[src/rtl/bky_shift_ctrl_pkg.sv]
// Shared definitions for the Buckeye serial shift engine.
package bky_shift_ctrl_pkg;

  // Chip count and per-chip shift-register length on the board.
  localparam int unsigned NBKY     = 6;
  localparam int unsigned BKY_BITS = 48;

  // User function codes that feed this block.
  localparam logic [7:0] BKY_MASK_F  = 8'd10;
  localparam logic [7:0] BKY_SHIFT_F = 8'd11;

  // Sequencer states.
  typedef enum logic [1:0] {
    StIdle,
    StLow,
    StHigh,
    StFin
  } bky_state_e;

  // One-cycle strobes broadcast from the sequencer to every lane.
  // The sequencer raises at most one field in any cycle.
  typedef struct packed {
    logic load;     // latch enable and parallel word, park AMPIN on bit 0
    logic rise;     // raise AMPCLK, sample AMPOUT, shift right
    logic fall;     // drop AMPCLK, present the next bit on AMPIN
    logic stop;     // drop AMPCLK and AMPIN after the last bit
    logic capture;  // copy the shift register into the readback slice
  } bky_lane_ctrl_t;

  // True for the function codes this block serves.
  function automatic logic is_bky_func(input logic [7:0] func);
    return (func == BKY_MASK_F) || (func == BKY_SHIFT_F);
  endfunction

endpackage

[src/rtl/bky_lane.sv]
// One Buckeye lane: shift register, mask-gated AMPIN/AMPCLK, readback slice.
module bky_lane
  import bky_shift_ctrl_pkg::*;
#(
  parameter int unsigned Nbits = BKY_BITS
) (
  input  logic             clk_i,
  input  logic             rst_ni,
  input  bky_lane_ctrl_t   ctrl_i,
  input  logic             en_i,
  input  logic [Nbits-1:0] wdata_i,
  input  logic             ampout_i,
  output logic             ampin_o,
  output logic             ampclk_o,
  output logic [Nbits-1:0] rdata_o
);

  logic             en_q, en_d;
  logic [Nbits-1:0] sr_q, sr_d;
  logic [Nbits-1:0] rdata_q, rdata_d;
  logic             ampin_q, ampin_d;
  logic             ampclk_q, ampclk_d;

  // Next-state for the lane; a disabled lane never leaves the all-zero pin state.
  always_comb begin
    en_d     = en_q;
    sr_d     = sr_q;
    rdata_d  = rdata_q;
    ampin_d  = ampin_q;
    ampclk_d = ampclk_q;
    if (ctrl_i.load) begin
      en_d     = en_i;
      sr_d     = en_i ? wdata_i : sr_q;
      ampin_d  = en_i & wdata_i[0];
      ampclk_d = 1'b0;
    end else if (en_q) begin
      if (ctrl_i.rise) begin
        // AMPOUT still shows the chip bit from before this AMPCLK edge.
        sr_d     = {ampout_i, sr_q[Nbits-1:1]};
        ampclk_d = 1'b1;
      end else if (ctrl_i.fall) begin
        // AMPIN only moves while AMPCLK is low, so it is stable across the edge.
        ampclk_d = 1'b0;
        ampin_d  = sr_q[0];
      end else if (ctrl_i.stop) begin
        ampclk_d = 1'b0;
        ampin_d  = 1'b0;
      end else if (ctrl_i.capture) begin
        rdata_d = sr_q;
      end
    end
  end

  // Lane state register.
  always_ff @(posedge clk_i or negedge rst_ni) begin
    if (!rst_ni) begin
      en_q     <= 1'b0;
      sr_q     <= '0;
      rdata_q  <= '0;
      ampin_q  <= 1'b0;
      ampclk_q <= 1'b0;
    end else begin
      en_q     <= en_d;
      sr_q     <= sr_d;
      rdata_q  <= rdata_d;
      ampin_q  <= ampin_d;
      ampclk_q <= ampclk_d;
    end
  end

  assign ampin_o  = ampin_q;
  assign ampclk_o = ampclk_q;
  assign rdata_o  = rdata_q;

endmodule

[src/rtl/bky_shift_ctrl.sv]
// Buckeye shift engine: shared sequencer and counters driving one lane per chip.
module bky_shift_ctrl
  import bky_shift_ctrl_pkg::*;
#(
  parameter int unsigned NCHIP   = NBKY,
  parameter int unsigned NBITS   = BKY_BITS,
  parameter int unsigned CLK_DIV = 2
) (
  input  logic                   CMSCLK,
  input  logic                   RST_B,
  input  logic                   START,
  input  logic [NCHIP-1:0]       MASK,
  input  logic [NCHIP*NBITS-1:0] WDATA,
  input  logic [NCHIP-1:0]       AMPOUT,
  output logic [NCHIP-1:0]       AMPIN,
  output logic [NCHIP-1:0]       AMPCLK,
  output logic [NCHIP*NBITS-1:0] RDATA,
  output logic                   BUSY,
  output logic                   DONE
);

  localparam int unsigned BitW = $clog2(NBITS + 1);
  localparam int unsigned HpW  = $clog2(CLK_DIV + 1);

  localparam logic [BitW-1:0] BitLast = BitW'(NBITS - 1);
  localparam logic [HpW-1:0]  HpLast  = HpW'(CLK_DIV - 1);

  bky_state_e      state_q, state_d;
  logic [BitW-1:0] bit_q, bit_d;
  logic [HpW-1:0]  hp_q, hp_d;
  logic            busy_q, busy_d;
  logic            done_q, done_d;
  bky_lane_ctrl_t  ctrl;

  // Sequencer: each bit is CLK_DIV cycles low then CLK_DIV cycles high.
  always_comb begin
    state_d = state_q;
    bit_d   = bit_q;
    hp_d    = hp_q;
    busy_d  = busy_q;
    done_d  = 1'b0;
    ctrl    = '0;
    unique case (state_q)
      StIdle: begin
        // A request landing on the DONE cycle is dropped.
        if (START && !done_q) begin
          ctrl.load = 1'b1;
          bit_d     = '0;
          hp_d      = '0;
          busy_d    = 1'b1;
          state_d   = (|MASK) ? StLow : StFin;
        end
      end
      StLow: begin
        if (hp_q == HpLast) begin
          hp_d      = '0;
          ctrl.rise = 1'b1;
          state_d   = StHigh;
        end else begin
          hp_d = hp_q + HpW'(1);
        end
      end
      StHigh: begin
        if (hp_q == HpLast) begin
          hp_d  = '0;
          bit_d = bit_q + BitW'(1);
          if (bit_q == BitLast) begin
            ctrl.stop = 1'b1;
            state_d   = StFin;
          end else begin
            ctrl.fall = 1'b1;
            state_d   = StLow;
          end
        end else begin
          hp_d = hp_q + HpW'(1);
        end
      end
      StFin: begin
        ctrl.capture = 1'b1;
        done_d       = 1'b1;
        busy_d       = 1'b0;
        state_d      = StIdle;
      end
      default: begin
        state_d = StIdle;
        busy_d  = 1'b0;
      end
    endcase
  end

  // Sequencer state and status registers.
  always_ff @(posedge CMSCLK or negedge RST_B) begin
    if (!RST_B) begin
      state_q <= StIdle;
      bit_q   <= '0;
      hp_q    <= '0;
      busy_q  <= 1'b0;
      done_q  <= 1'b0;
    end else begin
      state_q <= state_d;
      bit_q   <= bit_d;
      hp_q    <= hp_d;
      busy_q  <= busy_d;
      done_q  <= done_d;
    end
  end

  for (genvar k = 0; k < NCHIP; k++) begin : g_lane
    bky_lane #(
      .Nbits(NBITS)
    ) u_lane (
      .clk_i   (CMSCLK),
      .rst_ni  (RST_B),
      .ctrl_i  (ctrl),
      .en_i    (MASK[k]),
      .wdata_i (WDATA[k*NBITS +: NBITS]),
      .ampout_i(AMPOUT[k]),
      .ampin_o (AMPIN[k]),
      .ampclk_o(AMPCLK[k]),
      .rdata_o (RDATA[k*NBITS +: NBITS])
    );
  end

  assign BUSY = busy_q;
  assign DONE = done_q;

endmodule

[config.mk]
export PLATFORM = sky130hd
export DESIGN_NAME = bky_shift_ctrl
export DESIGN_NICKNAME = d
export VERILOG_FILES = /design/src/rtl/bky_shift_ctrl_pkg.sv /design/src/rtl/bky_lane.sv /design/src/rtl/bky_shift_ctrl.sv
export SDC_FILE = /design/constraint.sdc
export NUM_CORES = 1
export LEC_CHECK = 0
export CORE_AREA = 2 2 256 258
export DETAILED_ROUTE_END_ITERATION = 16
export DIE_AREA = 0 0 258 260
export DONT_BUFFER_PORTS = 1
export SLEW_MARGIN = 0
export SYNTH_ARGS = -nofsm -noshare
export SYNTH_HDL_FRONTEND = slang
export SYNTH_SLANG_ARGS = --single-unit
[constraint.sdc]
create_clock -name CMSCLK -period 4.2 [get_ports CMSCLK]
set_clock_uncertainty 0.1 [all_clocks]
set_input_delay 0.42 -clock CMSCLK [delete_from_list [all_inputs] [get_ports CMSCLK]]
set_output_delay 0.42 -clock CMSCLK [all_outputs]
set_load 0.01 [all_outputs]
==> summary.txt <==
Global route
  – First-pass GRT wire length: between 100 and 150 mm
  – Vias in the first global route: ~18k
  – GRT overflow: 0
  – Gr usage total: between 10% and 20%
  – Largest net degree at the start of global routing: roughly 600
  – Antenna violations before repair: 2

Worst setup path
  – Crit path max fanout: around 130
  – Crit start category: register
  – RR Startpoint: state_q[0]$_DFFE_PN0P_
  – Critical setup path kind: reg2reg
  – Critical path buffers and inverters: 3
  – R2R cell count: 7
  – CP delay by family, top: buffers and inverters
  – Worst EP arrival: 3830 ps
  – Worst Setup End Kind: register
  – Flop2flop setup slack: ~710 ps
  – Worst path cell trace: inv_1 -> ha_1 -> and3b_4 -> buf_12 -> mux2i_1 -> dlygate4sd3_1 -> o21ai_0
  – Largest stage delay, worst path: between 500 and 600 ps
  – Worst Path Required: 4540 ps
  – Slowest-stage cell, CP: dlygate4sd3_1
  – Critical R2R Capture: g_lane[5].u_lane.sr_q[47]$_DFFE_PN0P_

Synth
  – Post-synthesis compound-gate area fraction: 6.877%
  – Post-synthesis adder-cell area fraction: less than 1%
  – Sequential share of the synthesized area: around three fifths
  – Synth Flop Type: dfrtp_1
  – Seq cells post-synth: just over 600
  – Yosys top cell by area: dfrtp_1
  – Main combinational cell family by area after synthesis: multiplexers
  – Synth Area per Inst: about 13 sq um
  – Synthesized area: roughly 25000 sq um
  – Ranking of synthesized cells by area: dfrtp_1, mux2i_1, mux2_2
  – Top-count cell post-synth: dfrtp_1
  – Top cells by count, synth: dfrtp_1, nand2_1, o21ai_0
  – Mux share of post-synthesis cell area: 24.09%
  – Synth top area share: just under 60%
  – Number of flops mapped to enable cells by yosys: 0
  – Yosys warns: 0
  – Syn_nets: 2343
  – XOR/XNOR share of the synthesized area: 0%
  – Post-synthesis async set-or-reset flop share: between 90% and 100%
  – Post-synthesis simple-gate area fraction: under 10%
  – Yosys cell types: 38
  – Synth Instances: approximately 2k

Timing
  – F_max: roughly 290 MHz
  – Worst slew margin: 15.61%
  – Final number of max-transition violations: 0
  – Post-layout min period: between 3000 and 4000 ps
  – Final period util: just over 80%
  – Worst setup margin: roughly 700 ps
  – Final Hold Viols: ~610
  – Worst hold slack: -580.4 ps
  – RSZ-0062 raised after global routing: no
  – Fin Setup TNS: 0 ps
  – Finish-stage setup viols: 0
  – Slew @ Worst Pin: 1266 ps

Detailed routing
  – Drt wl/cell: about 21 um
  – DRT Pass-1 Iters: 5
  – Final WL: roughly 67 mm
  – DR DRC count: 0
  – DR vias: 16.29k
  – Final ANT Viol Nets: 0
  – DR iter-0 viols: 1172
  – Vias per Instance: approximately 5

Finish
  – Fin nets: roughly 2.6k
  – Fillers: 5577
  – Share of cells above drive strength 1: a little over an eighth
  – Fin util: roughly half
  – Fin area: roughly 31000 sq um
  – Area grow syn2layout: 23.10%

Power
  – Worst IR Drop VDD: approximately 370 uV
  – Cell Pwr Density: approximately 680 nW/um^2
  – Leak: roughly 14 nW

Worst hold path
  – Min-Delay Path Class: in2async

Placed design
  – I/O Buffers: 0
  – Placement Cell Area: ~26000 sq um
  – Placer congestion estimate: between 0.8 and 0.9
  – Dpl hpwl: ~44 mm
  – Worst slack, placed: slightly below 900 ps

Clock network
  – Worst-skew pair later-pin latency: around 600 ps
  – Clk buf depth: 3
  – Clk sinks: ~600
  – Post-CTS Setup Inserts: 0
  – CTS tree: built
  – Cts repair resizes: 0
  – Num CTS Buffers: 68
  – CTS Hold Bufs: roughly 300
  – Root buf cell: clkbuf_16
  – H-tree level count: 3
  – Worst-path clk slew: 60 ps

Floorplan
  – Die height: roughly 260 um
  – IO Pins: 605
  – Initial Util: 39.73%
  – Die area: between 60000 and 70000 sq um
  – Die X: approximately 260 um
  – Row count: 93
  – Core Region: roughly 64000 sq um

Run status
  – Status: finished with violations
  – Failing checks: hold timing

Flow run
  – Max_cap viols: 0
## cell families after synthesis
family / count (synthesis)
flip-flops: 606
multiplexers: 577
AND/OR/NAND/NOR: 367
AO/OA/AOI/OAI: 334
buffers and inverters: 146
adder cells (fa/ha/maj): 5
## routing by layer
layer	vias up	wire, um	GRT usage (%)	part of all wire (%)
li1	7586	-	-	-
met1	8105	26830	23.50	40
met2	483	32580	32.68	49
met3	117	5170	6.277	7.7
met4	2	2251	7.948	3.4
met5	-	7	0	0.010
## area by class of cell
cell class,count,area (sq um),area share [%]
timing repair buffer,319,3221,10.27
clock inverter,19,295.3,0.9417
antenna,1,2.502,0.007981
tap,855,1070,3.412
inverter,4,15.01,0.04788
multi-input combinational,1283,9577,30.54
sequential,606,15160,48.36
clock buffer,100,2012,6.416
## flip-flops by register name, indices dropped and copies added, names as in the netlist
signal,count
g_lane.u_lane.en_q,6
BUSY,1
hp_q,2
g_lane.u_lane.rdata_o,288
state_q,2
DONE,1
g_lane.u_lane.ampin_o,6
g_lane.u_lane.ampclk_o,6
bit_q,6
g_lane.u_lane.sr_q,288
## placed cells by master, fill, tap and decap left out, drive strengths merged, types with 7 or more instances in the layout
| master | Yosys | layout |
|---|---|---|
| clkinv | 0 | 8 |
| dlygate4sd3 | 0 | 295 |
| dfrtp | 606 | 606 |
| nor2 | 11 | 11 |
| inv | 4 | 10 |
| buf | 94 | 24 |
| mux2i | 289 | 289 |
| and2 | 7 | 7 |
| clkbuf | 48 | 100 |
| a22oi | 7 | 7 |
| o21ai | 296 | 296 |
| nand3 | 10 | 10 |
| mux2 | 288 | 288 |
| nand2 | 317 | 317 |
## stage by stage
stage	hold slack (ps)	instances	power (mW)
finish	-580.4	3187	21.31
global route	-605.9	3187	22.57
CTS	-623.0	3186	21.52
detailed placement	34.71	2772	15.05
global placement	35.04	2772	14.78
floorplan	24.41	2035	13.43
## report_power, final
group          internal [mW]  total, mW  switching (mW)
clock network           3.66       6.13            2.47
registers               7.84       10.1            2.30
logic                   2.47       5.04            2.57
## how the worst max path moves through the flow
stage | startpoint | to | depth (start not counted)
after global placement | state_q[0]$_DFFE_PN0P_ | g_lane[0].u_lane.rdata_o[16]$_DFFE_PN0P_ | 7
final | state_q[0]$_DFFE_PN0P_ | g_lane[5].u_lane.sr_q[47]$_DFFE_PN0P_ | 7
after floorplan | state_q[0]$_DFFE_PN0P_ | g_lane[0].u_lane.rdata_o[27]$_DFFE_PN0P_ | 10
after global routing | state_q[1]$_DFFE_PN0P_ | g_lane[2].u_lane.sr_q[47]$_DFFE_PN0P_ | 7
after CTS | state_q[0]$_DFFE_PN0P_ | g_lane[3].u_lane.sr_q[47]$_DFFE_PN0P_ | 7
after detailed placement | state_q[0]$_DFFE_PN0P_ | g_lane[0].u_lane.rdata_o[47]$_DFFE_PN0P_ | 7
Power figures use the tool's default switching activity.
